[src/rtl/axi_wr_master.sv]
// AXI4 write master: drains a valid/ready result stream to memory as INCR
// bursts, one burst outstanding at a time, never crossing a 4KB page.
module axi_wr_master #(
  parameter int M_AXI_ID_WIDTH   = 4,
  parameter int M_AXI_DATA_WIDTH = 128,
  parameter int MAX_BURST        = 16
) (
  input  logic                          clk,
  input  logic                          rst,
  input  logic                          cmd_valid,
  output logic                          cmd_ready,
  input  logic [31:0]                   cmd_addr,
  input  logic [15:0]                   cmd_beats,
  input  logic [M_AXI_DATA_WIDTH-1:0]   s_data,
  input  logic                          s_valid,
  output logic                          s_ready,
  output logic                          busy,
  output logic                          done,
  output logic                          err,
  output logic [M_AXI_ID_WIDTH-1:0]     M_AXI_AWID,
  output logic [31:0]                   M_AXI_AWADDR,
  output logic [7:0]                    M_AXI_AWLEN,
  output logic [2:0]                    M_AXI_AWSIZE,
  output logic [1:0]                    M_AXI_AWBURST,
  output logic                          M_AXI_AWLOCK,
  output logic [3:0]                    M_AXI_AWCACHE,
  output logic [2:0]                    M_AXI_AWPROT,
  output logic [3:0]                    M_AXI_AWQOS,
  output logic                          M_AXI_AWVALID,
  input  logic                          M_AXI_AWREADY,
  output logic [M_AXI_DATA_WIDTH-1:0]   M_AXI_WDATA,
  output logic [M_AXI_DATA_WIDTH/8-1:0] M_AXI_WSTRB,
  output logic                          M_AXI_WLAST,
  output logic                          M_AXI_WVALID,
  input  logic                          M_AXI_WREADY,
  input  logic [M_AXI_ID_WIDTH-1:0]     M_AXI_BID,
  input  logic [1:0]                    M_AXI_BRESP,
  input  logic                          M_AXI_BVALID,
  output logic                          M_AXI_BREADY
);
  localparam int BPB = M_AXI_DATA_WIDTH / 8;
  localparam int SZ  = $clog2(BPB);
  localparam logic [31:0] ALIGN_MASK = ~32'(BPB - 1);

  typedef enum logic [2:0] {S_IDLE, S_AW, S_W, S_B_WAIT, S_DONE} state_t;

  state_t      state, state_nxt;
  logic [31:0] addr;
  logic [15:0] remaining;
  logic [7:0]  len_m1;
  logic [7:0]  beat_cnt;
  logic        err_q;

  logic [31:0] cmd_addr_al;
  logic [11:0] src_lo;
  logic [15:0] src_rem;
  logic [12:0] to_4k;
  logic [16:0] lmin;
  logic        w_hs, w_last, aw_hs, b_hs, cmd_acc, enter_aw;
  logic        unused_bid;

  assign unused_bid  = &{1'b0, M_AXI_BID};
  assign cmd_addr_al = cmd_addr & ALIGN_MASK;

  // Burst length source: the command itself when leaving IDLE, otherwise the
  // running address/remaining (already advanced by the previous burst).
  assign src_lo  = (state == S_IDLE) ? cmd_addr_al[11:0] : addr[11:0];
  assign src_rem = (state == S_IDLE) ? cmd_beats : remaining;
  assign to_4k   = (13'd4096 - {1'b0, src_lo}) >> SZ;

  // len = min(remaining, MAX_BURST, beats left in the 4KB page)
  always_comb begin
    lmin = {1'b0, src_rem};
    if (lmin > 17'(MAX_BURST)) lmin = 17'(MAX_BURST);
    if (lmin > {4'b0, to_4k})  lmin = {4'b0, to_4k};
  end

  assign cmd_acc  = cmd_valid && (state == S_IDLE);
  assign aw_hs    = (state == S_AW) && M_AXI_AWREADY;
  assign w_hs     = (state == S_W) && s_valid && M_AXI_WREADY;
  assign w_last   = (beat_cnt == len_m1);
  assign b_hs     = (state == S_B_WAIT) && M_AXI_BVALID;
  assign enter_aw = (state_nxt == S_AW) && (state != S_AW);

  // State register
  always_ff @(posedge clk) begin
    if (rst) state <= S_IDLE;
    else     state <= state_nxt;
  end

  // Next state and handshake outputs; valids decode from the registered state
  always_comb begin
    state_nxt     = state;
    cmd_ready     = 1'b0;
    M_AXI_AWVALID = 1'b0;
    M_AXI_WVALID  = 1'b0;
    s_ready       = 1'b0;
    M_AXI_BREADY  = 1'b0;
    done          = 1'b0;
    busy          = (state != S_IDLE);
    case (state)
      S_IDLE: begin
        cmd_ready = 1'b1;
        if (cmd_valid) state_nxt = (cmd_beats == 16'd0) ? S_DONE : S_AW;
      end
      S_AW: begin
        M_AXI_AWVALID = 1'b1;
        if (M_AXI_AWREADY) state_nxt = S_W;
      end
      S_W: begin
        M_AXI_WVALID = s_valid;
        s_ready      = M_AXI_WREADY;
        if (w_hs && w_last) state_nxt = S_B_WAIT;
      end
      S_B_WAIT: begin
        M_AXI_BREADY = 1'b1;
        if (M_AXI_BVALID) state_nxt = (remaining != 16'd0) ? S_AW : S_DONE;
      end
      S_DONE: begin
        done      = 1'b1;
        state_nxt = S_IDLE;
      end
      default: state_nxt = S_IDLE;
    endcase
  end

  // Datapath: address/remaining bookkeeping, burst length, beat counter, error
  always_ff @(posedge clk) begin
    if (rst) begin
      addr      <= 32'd0;
      remaining <= 16'd0;
      len_m1    <= 8'd0;
      beat_cnt  <= 8'd0;
      err_q     <= 1'b0;
    end else begin
      if (cmd_acc) begin
        addr      <= cmd_addr_al;
        remaining <= cmd_beats;
        err_q     <= 1'b0;
      end
      if (enter_aw) len_m1 <= 8'(lmin - 17'd1);
      if (aw_hs) beat_cnt <= 8'd0;
      if (w_hs) begin
        beat_cnt <= beat_cnt + 8'd1;
        if (w_last) begin
          remaining <= remaining - (16'(len_m1) + 16'd1);
          addr      <= addr + ((32'(len_m1) + 32'd1) << SZ);
        end
      end
      if (b_hs && (M_AXI_BRESP != 2'b00)) err_q <= 1'b1;
    end
  end

  assign err           = err_q;
  assign M_AXI_AWID    = '0;
  assign M_AXI_AWADDR  = addr;
  assign M_AXI_AWLEN   = len_m1;
  assign M_AXI_AWSIZE  = 3'(SZ);
  assign M_AXI_AWBURST = 2'b01;
  assign M_AXI_AWLOCK  = 1'b0;
  assign M_AXI_AWCACHE = 4'b0010;
  assign M_AXI_AWPROT  = 3'b000;
  assign M_AXI_AWQOS   = 4'b0000;
  assign M_AXI_WDATA   = s_data;
  assign M_AXI_WSTRB   = '1;
  assign M_AXI_WLAST   = (state == S_W) && w_last;

endmodule

[config.mk]
export PLATFORM = sky130hd
export DESIGN_NAME = axi_wr_master
export DESIGN_NICKNAME = d
export VERILOG_FILES = /design/src/rtl/axi_wr_master.sv
export SDC_FILE = /design/constraint.sdc
export NUM_CORES = 1
export LEC_CHECK = 0
export ABC_AREA = 1
export ABC_CLOCK_PERIOD_IN_PS = 4450
export CAP_MARGIN = 25
export CORE_AREA = 2 2 158 160
export DETAILED_ROUTE_END_ITERATION = 8
export DIE_AREA = 0 0 160 162
export DONT_BUFFER_PORTS = 1
export GPL_TIMING_DRIVEN = 1
export SYNTH_ARGS = -nofsm -noshare
export SYNTH_HDL_FRONTEND = slang
export SYNTH_SLANG_ARGS = --single-unit
[constraint.sdc]
create_clock -name clk -period 4.45 [get_ports clk]
set_input_delay 0.445 -clock clk [delete_from_list [all_inputs] [get_ports clk]]
set_output_delay 0.445 -clock clk [all_outputs]
set_load 0.03 [all_outputs]
# After elaboration in Yosys (flattened, before gate mapping)
# Cells that the tools add are included.
# op_classes
addsub	7
n_lt_le_gt_ge	2
n_eq_ne	7
muxes	27
reduce_logical	16
# op_table
op	n
2-to-1 mux 32 bit	3
2-to-1 mux 16 bit	5
adder 32 x 13 -> 32 bit	1
2-to-1 mux 8 bit	3
adder 8 x 1 -> 9 bit, second input constant	2
2-to-1 mux 3 bit	6
> comparator 16 x 5 -> 1 bit, second input constant	1
> comparator 16 x 9 -> 1 bit	1
logical NOT 16 bit	1
nonzero test 16 bit	1
subtractor 16 x 9 -> 16 bit	1
subtractor 13 x 12 -> 13 bit, first input constant	1
2-to-1 mux 12 bit	1
case mux 3 bit (4 select lines)	1
logical AND 1 bit	9
adder 8 x 1 -> 8 bit, second input constant	1
equality test 8 bit	1
2-to-1 mux 1 bit	8
subtractor 8 x 1 -> 8 bit, second input constant	1
equality test 3 x 1 -> 1 bit, second input constant	2
equality test 3 x 2 -> 1 bit, second input constant	2
nonzero test 2 bit	3
equality test 3 bit, second input constant	1
logical NOT 3 bit	1
other kinds (2)	2
# totals
reg_bits	68
in_bits	189
out_inout_bits	214
word_cells	65

# Longest topological paths before layout
# Gate-level depths: netlist of the first run.
# depth
depth_word	8
depth_mapped	32
mapped_depth_nobuf	32

# Worst setup path after synthesis of the first run
# Ideal clock, no wire load.
# synth_path
path_type	register -> register
startpoint	register state[0]
endpoint	register len_m1[4], in the netlist M_AXI_AWLEN[4]
setup_ns	0.113
arrival_ns	3.040
required_time_ns	4.337
path_slack_ns	1.297
stages_incl_launch_ff	32
n_path_buf	0
synth_period_minus_slack_ns	3.153
path_cell_list	dfxtp_1 -> nor2_4 -> nand2_4 -> clkinv_1 -> nand2_1 -> nand2_1 -> nor2_1 -> nand2_1 -> nand2_1 -> nand2_1 -> nor2_1 -> inv_1 -> ha_1 -> inv_1 -> nand2_1 -> nand2_1 -> nand2_1 -> nand2_1 -> nand2_1 -> nand2_1 -> nand2_1 -> nand2_1 -> nand2_1 -> inv_1 -> nand2_1 -> nand2_2 -> inv_1 -> ha_1 -> nand3_1 -> nand2_1 -> o21ai_1 -> inv_1
# synth_via
elab_chain_len	8
# synth_rtl
item	line	source
start, declared	47	state_t state, state_nxt;
start signal, assigned	88	else state <= state_nxt;
branches (longest 8 deep; another with > comparator 16 x 5 -> 1 bit)	-	
end signal, assigned	141	if (enter_aw) len_m1 <= 8'(lmin - 17'd1);
end, declared	50	logic [7:0] len_m1;
# Parallel ways; which one is timed is not known.
# A chain may end at the register's enable or synchronous reset.

# Worst setup path in the final report of the first run
# Same ends and word-level chain as after synthesis.

==> results of run 1 <==
final timing paths:
| check | depth (start not counted) | slack [ns] | from | endpoint |
|---|---|---|---|---|
| worst max-delay path | 31 | 0.71 | state[0]$_SDFF_PP0_ | M_AXI_AWLEN[4]$_SDFFE_PP0P_ |
| worst min-delay path | 1 | 0.16 | rst | beat_cnt[4]$_SDFFE_PP0P_ |
| worst max register to register | 31 | 0.71 | state[0]$_SDFF_PP0_ | M_AXI_AWLEN[4]$_SDFFE_PP0P_ |
| worst min register to register | 2 | 0.48 | beat_cnt[4]$_SDFFE_PP0P_ | beat_cnt[4]$_SDFFE_PP0P_ |
metal layers:
layer	share of wire, %	vias up	GRT usage [%]
li1	-	3032	-
met2	44	212	23.9
met3	8.8	83	4.90
met5	0	-	0
met4	4.2	0	8.19
met1	43	2689	18.5
metrics by stage:
| stage | cells | hold slack, ns | power (mW) |
|---|---|---|---|
| 2_1_floorplan | 1124 | 0.453 | 1.61 |
| 3_3_place_gp | 1269 | 0.463 | 1.55 |
| 3_5_place_dp | 1270 | 0.469 | 1.56 |
| 4_1_cts | 1285 | 0.152 | 2.30 |
| 5_1_grt | 1285 | 0.143 | 2.43 |
| 6_report | 1285 | 0.160 | 2.28 |
critical path: cells and delay by family, from the launching register on:
kind	cells	cell delay, ns
buffers and inverters	6	0.70
AND/OR/NAND/NOR	22	1.92
adder cells (fa/ha/maj)	2	0.44
AO/OA/AOI/OAI	1	0.12
flip-flops	1	0.44
sequential cells by signal, indices dropped and copies added, names as in the netlist:
register,flops
M_AXI_AWLEN,8
M_AXI_AWADDR,32
beat_cnt,8
err,1
remaining,16
state,3
power by group through the flow:
stage | clock [mW] | combinational, mW | sequential (mW)
after floorplan | 0 | 0.828 | 0.786
after global placement | 0 | 0.762 | 0.785
after detailed placement | 0 | 0.771 | 0.786
after CTS | 0.753 | 0.774 | 0.772
after global routing | 0.774 | 0.879 | 0.780
final | 0.732 | 0.775 | 0.770
cells in the mapped netlist (all sizes together):
cell type,count
nand2,252
buf,173
inv,140
o21ai,77
nor2,72
a21oi,71
dfxtp,68
nand3,60
ha,29
nor3,25
xor2,21
clkbuf,20
nand4,12
a211oi,11
o211ai,8
a31oi,7
xnor2,6
nand3b,5
nor4,5
or2,4
o21bai,3
a311oi,2
clkinv,2
conb,2
fa,2
a21o,1
a221oi,1
a22oi,1
and3,1
mux2i,1
nor3b,1
o22ai,1
o31ai,1
layout make-up:
type	instances	area (um^2)	area share, %
clock buffer	10	239	3.72
clock inverter	5	52.6	0.817
sequential	68	1360	21.2
inverter	142	533	8.29
timing repair buffer	15	133	2.06
multi-input combinational	721	3710	57.6
tap	324	405	6.30
logic make-up after synthesis:
group	synth area share, %
fa+ha+maj	5.92
simple gates	27.7
xor+xnor	3.47
flops	20.0
compound gates	14.8
mux	0.147
buf+inv	27.9
other cells	0.110
==> flow_metrics.py, run 1 <==
metrics = {
    "power": {
        "combPwrFrac_pct": 34.0,
        "clkPwrFrac_pct": 32.1,
        "peakVddDrop_mv": 0.197,
        "p_sw_mw": 0.927,
        "p_per_area_nw_per_um2": 354,
        "seq_power_share_pct": 33.8,
        "p_leak_nw": 3.05,
        "p_int_mw": 1.35,
        "p_sw_share_pct": 40.7,
    },
    "clock_tree": {
        "cts.sink_count": 68,
        "cts_buffers": 9,
        "cts_tree": "built",
        "clockBufferDepth": 2,
        "clock-root-buffer": "clkbuf_16",
        "postCtsSetupBuffers": 0,
        "hold_buffers": 0,
        "cts_resized": 0,
        "worstSkewPairLatency_ns": 0.35,
        "path_clk_slew_ns": 0.06,
        "cts_htree_levels": 3,
    },
    "finish": {
        "layout_commonest_cell": "nand2_1",
        "fillers": 2765,
        "mostFrequentLayoutCells": "nand2_1 (246), inv_1 (133), o21ai_0 (73)",
        "area_growth_pct": -5.50,
        "fin_nets": 1177,
        "final_util_pct": 26.7,
        "drive_gt1_share_pct": 6.14,
        "final_cell_area_um2": 6430,
        "diodes": 0,
    },
    "flow_run": {
        "maxCapViolations": 0,
    },
    "logic_synthesis": {
        "syn_avg_cell_area_um2": 6.27,
        "syn_inst": 1085,
        "synthTopCellsByArea": "dfxtp_1 (20%), buf_4 (18%), nand2_1 (14%)",
        "ys_ff_latch": 68,
        "synth_top_cell_by_area": "dfxtp_1",
        "yosysWarnings": 0,
        "syn-cell-area_um2": 6810,
        "ys_seq_area_share_pct": 20.0,
        "synth.distinct_cells": 45,
        "yosysTopAreaCellShare_pct": 20.0,
    },
    "global_routing": {
        "grt_pass1_wl_um": 30600,
        "grt_max_degree": 52,
        "antenna_found_initial": 0,
        "gr-total-overflow": 0,
        "grt_pass1_vias": 5469,
        "grt_usage_pct": 15.2,
    },
    "drt": {
        "first_pass_iters": 5,
        "antenna_left": 0,
        "drc": 0,
        "drt_wl_total_um": 20200,
        "drt-initial-drc-count": 329,
        "wire_per_inst_um": 15.7,
        "detail_route.vias_per_cell": 4.68,
        "vias": 6016,
    },
    "placement": {
        "hpwl_um": 15600,
        "dp_slack_ns": 0.750,
        "gp_congestion": 0.862,
        "io_buffers": 0,
        "placed_cell_area_um2": 6140,
    },
    "worst_hold_path": {
        "hold_class": "in -> reg",
    },
    "floorplanning": {
        "core_area_um2": 24100,
        "die_width_um": 160,
        "io_pins": 403,
        "rows": 57,
        "die-height_um": 162,
        "initial_core_util_pct": 28.2,
        "dieArea_um2": 25900,
    },
    "timing": {
        "clock_skew_ns": 0.00564,
        "fin_crit_sh_pct": 84.2,
        "hold_viol_final": 0,
        "worst_slack_ns": 0.705,
        "fmax_mhz": 267,
        "setup_viol": 0,
        "layout_min_cycle_time_ns": 3.74,
        "tns_ns": 0,
        "relSlewSlack_pct": 29.3,
        "rsz0062_at_grt": "no",
        "slew_viol_final": 0,
        "worst_pin_slew_ns": 1.05,
    },
    "worst_setup_path": {
        "cp_slowest_cell": "dfxtp_1",
        "worstSetupPathType": "reg -> reg",
        "crit_top_cell": "nand2_1",
        "required_ns": 4.70,
        "end_kind": "flip-flop",
        "max_stage_delay_ns": 0.44,
        "cp-start-kind": "flip-flop",
        "cp_max_fo": 28,
        "critical_path_arrival_ns": 3.99,
    },
    "run_status": {
        "status": "completed",
    },
}
(Power assumes the default switching activity.)
==> run 2, diff against run 1 <==
--- a/config.mk
+++ b/config.mk
@@ -6,7 +6,7 @@
 export NUM_CORES = 1
 export LEC_CHECK = 0
 export ABC_AREA = 1
-export ABC_CLOCK_PERIOD_IN_PS = 4450
+export ABC_CLOCK_PERIOD_IN_PS = 3800
 export CAP_MARGIN = 25
 export CORE_AREA = 2 2 158 160
 export DETAILED_ROUTE_END_ITERATION = 8
==> constraint.sdc (replaced) <==
create_clock -name clk -period 3.8 [get_ports clk]
set_input_delay 0.38 -clock clk [delete_from_list [all_inputs] [get_ports clk]]
set_output_delay 0.38 -clock clk [all_outputs]
set_load 0.03 [all_outputs]
==> run 2 against run 1 <==
Against the previous run:
- non-clock buffer count grew 12
- largest cell class unchanged
- core utilization is 0.37 points higher
- register-to-register slack got worse by 0.32 ns
- wire length increased by 0.18%
- setup slack got worse by 0.32 ns
- combinational power increased by 25%
- clock power grew 16%
- critical path depth down 4
- critical path type unchanged
- count of clock-buffer cells in the layout is 1 higher
- final cell count rose by 1.2%
- critical endpoint unchanged
==> flow_metrics.py, run 2 (same netlist as run 1, synthesis figures left out) <==
metrics = {
    "worst_setup_path": {
        "worstSetupPathType": "reg -> reg",
        "critical_path_arrival_ns": 3.65,
        "cp_slowest_cell": "dfxtp_1",
        "cp-start-kind": "flip-flop",
        "required_ns": 4.04,
        "path_delay_family": "simple AND/OR/NAND/NOR gates",
        "max_stage_delay_ns": 0.35,
        "cp_num_buf_inv": 5,
        "cp_max_fo": 15,
        "crit_top_cell": "nand2_1",
        "end_kind": "flip-flop",
    },
    "timing": {
        "hold_ws_ns": 0.103,
        "relSlewSlack_pct": 31.1,
        "worst_pin_slew_ns": 1.03,
        "worst_slack_ns": 0.388,
        "rsz0062_at_grt": "no",
        "hold_viol_final": 0,
        "slew_viol_final": 0,
        "fin_crit_sh_pct": 89.8,
        "fmax_mhz": 293,
        "layout_min_cycle_time_ns": 3.41,
        "tns_ns": 0,
        "clock_skew_ns": 0.00682,
        "setup_viol": 0,
    },
    "clock_tree": {
        "cts_htree_levels": 3,
        "cts_tree": "built",
        "clock-root-buffer": "clkbuf_16",
        "cts.sink_count": 68,
        "worstSkewPairLatency_ns": 0.35,
        "path_clk_slew_ns": 0.06,
        "cts_buffers": 9,
        "clockBufferDepth": 2,
        "hold_buffers": 0,
    },
    "floorplanning": {
        "dieArea_um2": 25900,
        "die_width_um": 160,
        "die-height_um": 162,
        "io_pins": 403,
        "core_area_um2": 24100,
        "initial_core_util_pct": 28.2,
        "rows": 57,
    },
    "finish": {
        "area_growth_pct": -4.17,
        "fin_nets": 1189,
        "largest_reg_flops": 32,
        "layout_commonest_cell": "nand2_1",
        "layoutNonFillerInstCount": 1301,
        "drive_gt1_share_pct": 7.49,
        "mostFrequentLayoutCells": "nand2_1 (245), inv_1 (132), o21ai_0 (72)",
        "final_cell_area_um2": 6520,
    },
    "global_routing": {
        "gr-total-overflow": 0,
        "grt_usage_pct": 15.3,
        "grt_max_degree": 52,
        "grt_pass1_vias": 5503,
        "grt_pass1_wl_um": 31100,
        "antenna_found_initial": 1,
    },
    "power": {
        "p_leak_nw": 3.10,
        "p_per_area_nw_per_um2": 412,
        "peakVddDrop_mv": 0.216,
    },
    "placement": {
        "gp_congestion": 0.861,
        "hpwl_um": 15600,
        "dp_slack_ns": 0.227,
        "io_buffers": 0,
        "placed_cell_area_um2": 6210,
        "placed_cells": 1282,
    },
    "drt": {
        "wire_per_inst_um": 15.5,
        "detail_route.vias_per_cell": 4.67,
        "antenna_left": 0,
        "drt-initial-drc-count": 390,
        "vias": 6073,
        "first_pass_iters": 5,
        "drt_wl_total_um": 20200,
        "drc": 0,
    },
    "worst_hold_path": {
        "hold_class": "in -> reg",
    },
    "run_status": {
        "status": "completed",
    },
    "flow_run": {
        "maxCapViolations": 0,
    },
}
run 2: changes by cell type in the layout (fill, tap and decap cells not counted), sizes merged:
cell,delta
buf,+12
diode,+3
clkbuf,+1
clkinv,-1
clkinvlp,+1
run 2: metal layers:
metal	GRT usage, %	wire (um)	up-vias
met5	0	0	-
met4	7.08	772	0
met3	4.93	1680	80
met2	24.5	8950	206
met1	18.7	8800	2729
li1	-	-	3058
run 2: per-stage QoR:
stage / power, mW / util, %
floorplan: 1.89 / -
CTS: 2.70 / 26.9
global route: 2.88 / 27.0
detailed placement: 1.84 / 25.8
global placement: 1.83 / 25.8
finish: 2.69 / 27.1
run 2: report_power, final:
part / internal, mW / switching [mW] / total [mW]
Sequential: 0.773 / 0.0997 / 0.872
Clock: 0.505 / 0.343 / 0.849
Combinational: 0.313 / 0.653 / 0.966
Total: 1.59 / 1.10 / 2.69
run 2: path summary, 6_finish.rpt:
path	start	end	slack, ns	depth (start not counted)
hold / removal	rst	beat_cnt[4]$_SDFFE_PP0P_	0.10	1
setup reg to reg	state[1]$_SDFF_PP0_	M_AXI_AWLEN[4]$_SDFFE_PP0P_	0.39	27
setup / recovery	state[1]$_SDFF_PP0_	M_AXI_AWLEN[4]$_SDFFE_PP0P_	0.39	27
hold reg to reg	beat_cnt[4]$_SDFFE_PP0P_	beat_cnt[4]$_SDFFE_PP0P_	0.48	2
run 2: cell type report:
class | instances | area (um^2)
clock inverters | 5 | 52.6
fillers | 2750 | 17600
multi-input cells | 721 | 3720
diodes | 3 | 7.51
repair buffers | 27 | 206
flip-flops and latches | 68 | 1360
clock buffers | 11 | 233
inverters | 142 | 537
well taps | 324 | 405
run 2: repair_timing:
| action | CTS | global route |
|---|---|---|
| endpoints found under the setup margin | 0 | 7 |
| buffers inserted | 0 | 0 |
| resized for setup | 0 | 6 |
